File: src/rtl/stream_packetizer_pkg.sv
// Shared definitions for the stream packetizer: framing FSM states and the
// default header byte.
package stream_packetizer_pkg;

    typedef enum logic [1:0] {
        S_HDR,
        S_PAY,
        S_CSUM
    } state_t;

    localparam logic [7:0] DEFAULT_HDR_BYTE = 8'hA5;

endpackage

File: src/rtl/stream_packetizer_sync_fifo.sv
// Synchronous FIFO with first-word-fall-through head output, used as the
// packetizer input buffer.
module sync_fifo #(
    parameter int WIDTH = 8,
    parameter int DEPTH = 4
) (
    input  logic             clk,
    input  logic             rst,
    input  logic             i_push,
    input  logic             i_pop,
    input  logic [WIDTH-1:0] i_data,
    output logic             full,
    output logic             empty,
    output logic [WIDTH-1:0] head
);

    localparam int AW = $clog2(DEPTH);
    localparam logic [AW:0] PTR_ONE = (AW + 1)'(1);

    logic [WIDTH-1:0] r_mem [DEPTH];
    logic [AW:0]      r_wrPtr;
    logic [AW:0]      r_rdPtr;
    logic             w_doPush;
    logic             w_doPop;

    // Pointers carry one extra wrap bit so full and empty are distinguishable.
    assign empty    = (r_wrPtr == r_rdPtr);
    assign full     = (r_wrPtr[AW] != r_rdPtr[AW]) &&
                      (r_wrPtr[AW-1:0] == r_rdPtr[AW-1:0]);
    assign head     = r_mem[r_rdPtr[AW-1:0]];
    assign w_doPush = i_push && !full;
    assign w_doPop  = i_pop && !empty;

    always_ff @(posedge clk) begin
        if (rst) begin
            r_wrPtr <= '0;
            r_rdPtr <= '0;
        end else begin
            if (w_doPush) r_wrPtr <= r_wrPtr + PTR_ONE;
            if (w_doPop)  r_rdPtr <= r_rdPtr + PTR_ONE;
        end
    end

    always_ff @(posedge clk) begin
        if (w_doPush) r_mem[r_wrPtr[AW-1:0]] <= i_data;
    end

endmodule

File: src/rtl/stream_packetizer.sv
// Frames a byte stream into packets: header byte, PKT_LEN payload bytes, and
// a modulo-256 checksum byte flagged with last_out.
module stream_packetizer
    import stream_packetizer_pkg::*;
#(
    parameter int         PKT_LEN    = 4,
    parameter logic [7:0] HDR_BYTE   = DEFAULT_HDR_BYTE,
    parameter int         FIFO_DEPTH = 4
) (
    input  logic        clk,
    input  logic        rst,
    input  logic        valid_in,
    output logic        ready_in,
    input  logic [7:0]  data_in,
    output logic        valid_out,
    input  logic        ready_out,
    output logic [7:0]  data_out,
    output logic        last_out,
    output logic [15:0] pkt_count
);

    state_t      r_state;
    state_t      w_nextState;
    logic [7:0]  r_csum;
    logic [7:0]  r_byteCnt;
    logic [15:0] r_pktCount;
    logic        w_full;
    logic        w_empty;
    logic [7:0]  w_head;
    logic        w_push;
    logic        w_pop;
    logic        w_xfer;

    // ready_in looks only at FIFO fullness so it never waits on ready_out.
    assign ready_in  = !w_full;
    assign w_push    = valid_in && !w_full;
    assign w_xfer    = valid_out && ready_out;
    assign pkt_count = r_pktCount;

    sync_fifo #(
        .WIDTH (8),
        .DEPTH (FIFO_DEPTH)
    ) u_fifo (
        .clk    (clk),
        .rst    (rst),
        .i_push (w_push),
        .i_pop  (w_pop),
        .i_data (data_in),
        .full   (w_full),
        .empty  (w_empty),
        .head   (w_head)
    );

    always_comb begin
        w_nextState = r_state;
        valid_out   = 1'b0;
        data_out    = HDR_BYTE;
        last_out    = 1'b0;
        w_pop       = 1'b0;
        case (r_state)
            S_HDR: begin
                valid_out = !w_empty;
                if (!w_empty && ready_out) w_nextState = S_PAY;
            end
            S_PAY: begin
                valid_out = !w_empty;
                data_out  = w_head;
                if (!w_empty && ready_out) begin
                    w_pop = 1'b1;
                    if (r_byteCnt == 8'(PKT_LEN - 1)) w_nextState = S_CSUM;
                end
            end
            S_CSUM: begin
                valid_out = 1'b1;
                data_out  = r_csum;
                last_out  = 1'b1;
                if (ready_out) w_nextState = S_HDR;
            end
            default: w_nextState = S_HDR;
        endcase
    end

    always_ff @(posedge clk) begin
        if (rst) begin
            r_state    <= S_HDR;
            r_csum     <= '0;
            r_byteCnt  <= '0;
            r_pktCount <= '0;
        end else begin
            r_state <= w_nextState;
            if (w_xfer) begin
                case (r_state)
                    S_HDR: begin
                        r_csum    <= '0;
                        r_byteCnt <= '0;
                    end
                    S_PAY: begin
                        r_csum    <= r_csum + w_head;
                        r_byteCnt <= r_byteCnt + 8'd1;
                    end
                    S_CSUM:  r_pktCount <= r_pktCount + 16'd1;
                    default: ;
                endcase
            end
        end
    end

endmodule

File: config.mk
export PLATFORM = sky130hd
export DESIGN_NAME = stream_packetizer
export DESIGN_NICKNAME = d
export VERILOG_FILES = /design/src/rtl/stream_packetizer_pkg.sv /design/src/rtl/stream_packetizer_sync_fifo.sv /design/src/rtl/stream_packetizer.sv
export SDC_FILE = /design/constraint.sdc
export NUM_CORES = 1
export LEC_CHECK = 0
export CAP_MARGIN = 20
export CELL_PAD_IN_SITES_DETAIL_PLACEMENT = 1
export CELL_PAD_IN_SITES_GLOBAL_PLACEMENT = 2
export CORE_MARGIN = 2
export CORE_UTILIZATION = 36
export CTS_CLUSTER_SIZE = 12
export DETAILED_ROUTE_END_ITERATION = 16
export PLACE_DENSITY = 0.82
export SYNTH_ARGS = -nofsm -noshare
export SYNTH_HDL_FRONTEND = slang
export SYNTH_SLANG_ARGS = --single-unit
File: constraint.sdc
create_clock -name clk -period 3.1 [get_ports clk]
set_input_delay 0.62 -clock clk [delete_from_list [all_inputs] [get_ports clk]]
set_output_delay 0.62 -clock clk [all_outputs]
set_load 0.01 [all_outputs]
==> results of run 1 <==
[worst paths after layout]
kind                            cells past startpoint            to  slack [ns]
worst max register to register                      8     r_csum[6]        0.48
worst min register to register                      2  r_byteCnt[1]        0.48
worst min-delay path                                2  r_byteCnt[1]        0.48
worst max-delay path                                5   data_out[3]        0.28
[layout by cell type (no fill, tap or decap), types with 5 or more instances in the layout]
| cell | n |
|---|---|
| a21oi_1 | 22 |
| and2_1 | 6 |
| and3_1 | 6 |
| buf_4 | 11 |
| clkbuf_8 | 9 |
| clkdlybuf4s50_1 | 38 |
| dfxtp_1 | 41 |
| edfxtp_1 | 32 |
| ha_1 | 17 |
| inv_1 | 10 |
| mux4_2 | 8 |
| nand2_1 | 30 |
| nand3_1 | 28 |
| nor2_1 | 30 |
| nor2b_1 | 5 |
| o21ai_0 | 11 |
| xnor2_1 | 10 |
| xor2_1 | 18 |
[metrics by stage]
step                total power (uW)  hold slack, ns  util [%]  instance area, um^2  setup WS [ns]
floorplan                       1233          0.4444         -                 3510         0.5516
global placement                1333          0.4614     42.45                 4073         0.3786
detailed placement              1341          0.4721     42.45                 4073         0.3739
CTS                             2135          0.4835     44.61                 4280         0.1082
global route                    2203          0.5062     44.63                 4282         0.1375
finish                          2103          0.4788     44.63                 4282         0.2807
[metal layers]
layer	part of all wire, %	GRT usage (%)	vias to the layer above	wire [um]
met4	2.4	7.591	0	188
li1	-	-	1286	-
met5	0	0	-	0
met3	2.2	2.915	14	168
met2	48	25.79	27	3731
met1	48	21.62	1258	3718
[final cells by class]
| class | instances | area, um^2 | area share, % |
|---|---|---|---|
| tap | 133 | 166.4 | 3.887 |
| clock buffer | 9 | 123.9 | 2.893 |
| multi-input combinational | 233 | 1604 | 37.46 |
| sequential | 74 | 1803 | 42.11 |
| timing repair buffer | 49 | 462.9 | 10.81 |
| clock inverter | 7 | 83.83 | 1.958 |
| inverter | 10 | 37.54 | 0.8767 |
[cells by family (layout without fill, tap and decap cells)]
logic type | after synthesis | in the layout
AO/OA/AOI/OAI | 53 | 53
XOR/XNOR | 28 | 28
adder cells (fa/ha/maj) | 18 | 18
buffers and inverters | 25 | 75
flip-flops | 74 | 74
multiplexers | 8 | 8
AND/OR/NAND/NOR | 126 | 126
[critical path, cell delays in order, from the launching register on]
cell and delay (ns):
dfxtp_2 0.45, buf_4 0.18, mux4_2 0.52, a22oi_1 0.16, nor2b_1 0.06, clkdlybuf4s50_1 0.47
[state kept, by name, summed over array words and instances, names as in the netlist, named ones only]
register / flops
u_fifo.r_rdPtr: 3
u_fifo.r_mem: 32
r_byteCnt: 8
pkt_count: 16
u_fifo.r_wrPtr: 3
r_csum: 8
r_state: 2
[power by group]
| part | total [uW] | leakage, uW | switching, uW | internal, uW |
|---|---|---|---|---|
| registers | 1060 | 0.000633 | 16.5 | 1040 |
| clock network | 791 | 0.000103 | 403 | 387 |
| logic | 252 | 0.000751 | 143 | 109 |
| total | 2100 | 0.00149 | 562 | 1540 |
==> results.sh, run 1 <==
export IMPL_synth_top_area_share_pct=27.38
export IMPL_hpwl_mm=5.814
export IMPL_synth_fa_ha_area_share_pct=6.631
export IMPL_leakagePower_uw=0.001487
export IMPL_powerDensity_mw_per_mm2=491.2
export IMPL_worst_slew_pin_slew_ns=0.6272
export IMPL_period_minus_slack_ns=2.819
export IMPL_peakVddDrop_uv=284.5
export IMPL_crit_fanout=6
export IMPL_core_area_mm2=0.009594
export IMPL_cap_violations=0
export IMPL_outcome="finished, final reports clean"
export IMPL_cts_buffer_depth=2
export IMPL_track_usage_pct=16.23
export IMPL_totalWireLength_mm=7.807
export IMPL_gp_congestion=0.8264
export IMPL_antenna_cells=0
export IMPL_max_freq_ghz=0.3547
export IMPL_grt_pass1_wl_mm=13.16
export IMPL_clock_sinks=74
export IMPL_min_from="r_byteCnt[1]"
export IMPL_ys_flop_type="dfxtp_1"
export IMPL_synth_seq_cells=74
export IMPL_synth_top_family_by_area="simple AND/OR/NAND/NOR gates"
export IMPL_grt_antenna_before_repair=0
export IMPL_finalHoldViolCount=0
export IMPL_synth_edf_count=32
export IMPL_fin_setup_tns_ns=0
export IMPL_ant_nets=0
export IMPL_skew_ns=0.01379
export IMPL_post_cts_buffers=0
export IMPL_startpoint_type="flip-flop"
export IMPL_ios=39
export IMPL_syn_avg_cell_area_um2=10.57
export IMPL_worstSetupPathType="flip-flop to output pin"
export IMPL_final_cells=515
export IMPL_cts_buffers_inserted=9
export IMPL_yosys_top_cells_area="edfxtp_1 (27%), dfxtp_1 (24%), ha_1 (6.1%)"
export IMPL_synth_top_cells_by_count="dfxtp_1 (42), edfxtp_1 (32), nand2_1 (30), nor2_1 (30), nand3_1 (28)"
export IMPL_synth_most_common_cell="dfxtp_1"
export IMPL_vias_per_cell=5.019
export IMPL_place_inst=499
export IMPL_tritoncts="yes"
export IMPL_grt_start_max_net_pins=26
export IMPL_synthMuxAreaShare_pct=5.134
export IMPL_placement_io_buffers=38
export IMPL_yosysWarningCount=0
export IMPL_synthCells=332
export IMPL_path_clk_slew_ns=0.09
export IMPL_grt_pass1_vias=2745
export IMPL_clockRootBuffer="clkbuf_8"
export IMPL_finalCritPeriodShare_pct=90.95
export IMPL_cp_data_required_time_ns=2.48
export IMPL_netlist_area_mm2=0.003510
export IMPL_synth_largest_area_cell="edfxtp_1"
export IMPL_die_area_mm2=0.01055
export IMPL_drt_wirelength_per_cell_um=15.16
export IMPL_drt_iter0_markers=78
export IMPL_cts_htree_levels=3
export IMPL_nFillCells=1064
export IMPL_synth_compound_gate_area_share_pct=9.340
export IMPL_num_rows=36
export IMPL_setup_violations=0
export IMPL_die_y_um=102.7
export IMPL_hold_class="flip-flop to flip-flop"
export IMPL_ys_types=44
export IMPL_syn2layout_area_growth_pct=22.00
export IMPL_synth_simple_area_share_pct=17.61
export IMPL_syn_nets=362
export IMPL_fin_nets=407
export IMPL_insertion_delay_ns=0.35
export IMPL_grt_ovfl_total=0
export IMPL_async_reset_ff_share_pct=0
export IMPL_route_detailed_drc=0
export IMPL_initial_utilization_pct=36.58
export IMPL_critPathCaptureType="output pin"
export IMPL_rsz0062_at_grt="false"
export IMPL_synth_xor_area_share_pct=6.988
export IMPL_drive_above_1_share_pct=10.21
export IMPL_slew_headroom_pct=57.80
export IMPL_cts_resized_gates=0
export IMPL_drv_slew=0
export IMPL_firstDrtPassIters=6
export IMPL_seq_area_frac_synth_pct=51.34
export IMPL_cp_arrival_ns=2.20
export IMPL_vias=2585
export IMPL_hold_buffers=0
export IMPL_die_w_um=102.7
(Power assumes the default switching activity.)
==> run 2: changes to the inputs <==
Settings changed: REMOVE_ABC_BUFFERS from default to 1.
==> run 2 against run 1 <==
Setup slack worse by 0.022 ns; critical path depth unchanged; sequential share of layout area grew 0.47 points; global-route usage is 0.18 points lower; combinational power is 2% lower; clock skew about the same; total power is 2.7% lower; maximum frequency decreased by 0.77%; clock power shrank 6.6%; hold slack improved by 0.0032 ns; cell area fell by 1.1%; largest cell class unchanged; highest routed layer unchanged.
==> results.sh, run 2 (synthesis gave the netlist of run 1 again) <==
export IMPL_gp_congestion=0.8856
export IMPL_cp_data_required_time_ns=2.48
export IMPL_slew_headroom_pct=60.30
export IMPL_cap_violations=0
export IMPL_rsz0062_at_grt="false"
export IMPL_skew_ns=0.01342
export IMPL_cp_cell_sequence="buf_4 -> mux4_2 -> a22oi_1 -> nor2b_1 -> clkdlybuf4s50_1"
export IMPL_placement_io_buffers=38
export IMPL_hold_buffers=0
export IMPL_worst_slew_pin_slew_ns=0.5900
export IMPL_finalCritPeriodShare_pct=91.65
export IMPL_route_detailed_drc=0
export IMPL_core_area_mm2=0.009594
export IMPL_pwr_share_clk_pct=36.1
export IMPL_post_dp_cell_area_mm2=0.004043
export IMPL_hpwl_mm=5.743
export IMPL_totalWireLength_mm=7.944
export IMPL_grt_ovfl_total=0
export IMPL_ios=39
export IMPL_num_rows=36
export IMPL_antenna_cells=0
export IMPL_reg2reg_slack_ns=0.48
export IMPL_timing_hold_ws_ns=0.4820
export IMPL_fin_setup_tns_ns=0
export IMPL_r2r_end="r_csum[6]"
export IMPL_grt_pass1_wl_mm=13.10
export IMPL_cpPeakStageDelay_ns=0.55
export IMPL_worstSetupPathType="flip-flop to output pin"
export IMPL_die_area_mm2=0.01055
export IMPL_max_freq_ghz=0.3520
export IMPL_whs_endpoint="r_byteCnt[1]"
export IMPL_slowest_stage="mux4_2"
export IMPL_fin_area_mm2=0.004234
export IMPL_ant_nets=0
export IMPL_largest_register_ffs=32
export IMPL_power_share_combinational_pct=12.1
export IMPL_peakVddDrop_uv=271.3
export IMPL_cts_buffers_inserted=9
export IMPL_cts_htree_levels=3
export IMPL_outcome="finished, final reports clean"
export IMPL_startpoint_type="flip-flop"
export IMPL_leakagePower_uw=0.001464
export IMPL_fin_nets=403
export IMPL_drt_iter0_markers=75
export IMPL_cp_arrival_ns=2.22
export IMPL_clock_sinks=74
export IMPL_min_from="r_byteCnt[1]"
export IMPL_grt_antenna_before_repair=0
export IMPL_tritoncts="yes"
export IMPL_initial_utilization_pct=36.58
export IMPL_worst_path_buf_inv=2
export IMPL_cts_buffer_depth=2
export IMPL_finalHoldViolCount=0
export IMPL_drive_above_1_share_pct=9.259
export IMPL_layout_commonest_cell="dfxtp_1"
export IMPL_path_clk_slew_ns=0.10
export IMPL_clockRootBuffer="clkbuf_8"
export IMPL_grt_start_max_net_pins=22
export IMPL_power_internal_uw=1464
export IMPL_fin_util_pct=44.13
export IMPL_netSwitchingFraction_pct=28.49
export IMPL_powerDensity_mw_per_mm2=483.3
export IMPL_drt_wirelength_per_cell_um=15.55
export IMPL_die_y_um=102.7
export IMPL_p_seq_share_pct=51.8
export IMPL_firstDrtPassIters=4
export IMPL_critPathTopFamily="buffers and inverters"
export IMPL_setup_violations=0
export IMPL_syn2layout_area_growth_pct=20.64
export IMPL_die_w_um=102.7
export IMPL_grt_pass1_vias=2608
export IMPL_p_switching_uw=583.0
export IMPL_mostFrequentLayoutCells="dfxtp_1 (41), clkdlybuf4s50_1 (38), edfxtp_1 (32), nand2_1 (30), nor2_1 (30)"
export IMPL_holdPathStages=2
export IMPL_drv_slew=0
export IMPL_hold_class="flip-flop to flip-flop"
export IMPL_insertion_delay_ns=0.35
export IMPL_vias=2567
export IMPL_period_minus_slack_ns=2.841
export IMPL_vias_per_cell=5.023
export IMPL_crit_fanout=5
export IMPL_track_usage_pct=16.05
export IMPL_critPathCaptureType="output pin"
export IMPL_rr_worst_depth=8
-- run 2: area by class of cell --
type,instances,area (um^2)
Fill cell,1037,5360
Sequential cell,74,1803
Multi-Input combinational cell,233,1604
Timing Repair Buffer,45,432.9
Tap cell,133,166.4
Clock buffer,9,123.9
Clock inverter,7,66.31
Inverter,10,37.54
-- run 2: power groups by stage --
stage	Combinational, uW	Sequential [uW]	Clock (uW)
3_3_place_gp	243	1080	0
4_1_cts	250	1060	763
2_1_floorplan	140	1080	0
6_report	247	1060	739
5_1_grt	272	1060	795
3_5_place_dp	249	1080	0
-- run 2: layer usage --
layer | vias up | part of all wire, % | wire length [um] | track usage [%]
li1 | 1279 | - | - | -
met1 | 1251 | 48 | 3792 | 22.24
met2 | 29 | 49 | 3890 | 25.84
met3 | 8 | 2.0 | 159 | 2.644
met4 | 0 | 1.3 | 102 | 5.162
met5 | - | 0 | 0 | 0
-- run 2: tightest hold or removal path, stage by stage (launching register included) --
cell and delay (ns):
dfxtp_1 0.34, nand2_1 0.06, a21oi_1 0.05
-- run 2: per-stage QoR --
stage	worst slack [ns]	total power (uW)	cells
after floorplan	0.4693	1218	317
after CTS	0.08139	2074	511
after global placement	0.4147	1325	495
after detailed placement	0.3544	1333	495
after global routing	0.1238	2132	511
final	0.2587	2047	511
-- run 2: worst max path at each step --
| stage | endpoint | start | depth (start not counted) | slack, ns |
|---|---|---|---|---|
| after CTS | data_out[1] | flip-flop | 5 | 0.08 |
| final | data_out[1] | flip-flop | 5 | 0.26 |
| after global placement | r_csum[6] | flip-flop | 8 | 0.41 |
| after global routing | data_out[4] | flip-flop | 5 | 0.12 |
| after floorplan | r_csum[6] | flip-flop | 8 | 0.47 |
| after detailed placement | r_csum[6] | flip-flop | 8 | 0.35 |
-- run 2: timing repair --
item / CTS / global route
setup endpoints to repair: 0 / 3
resized for setup: 0 / 1
buffers inserted: 0 / 0
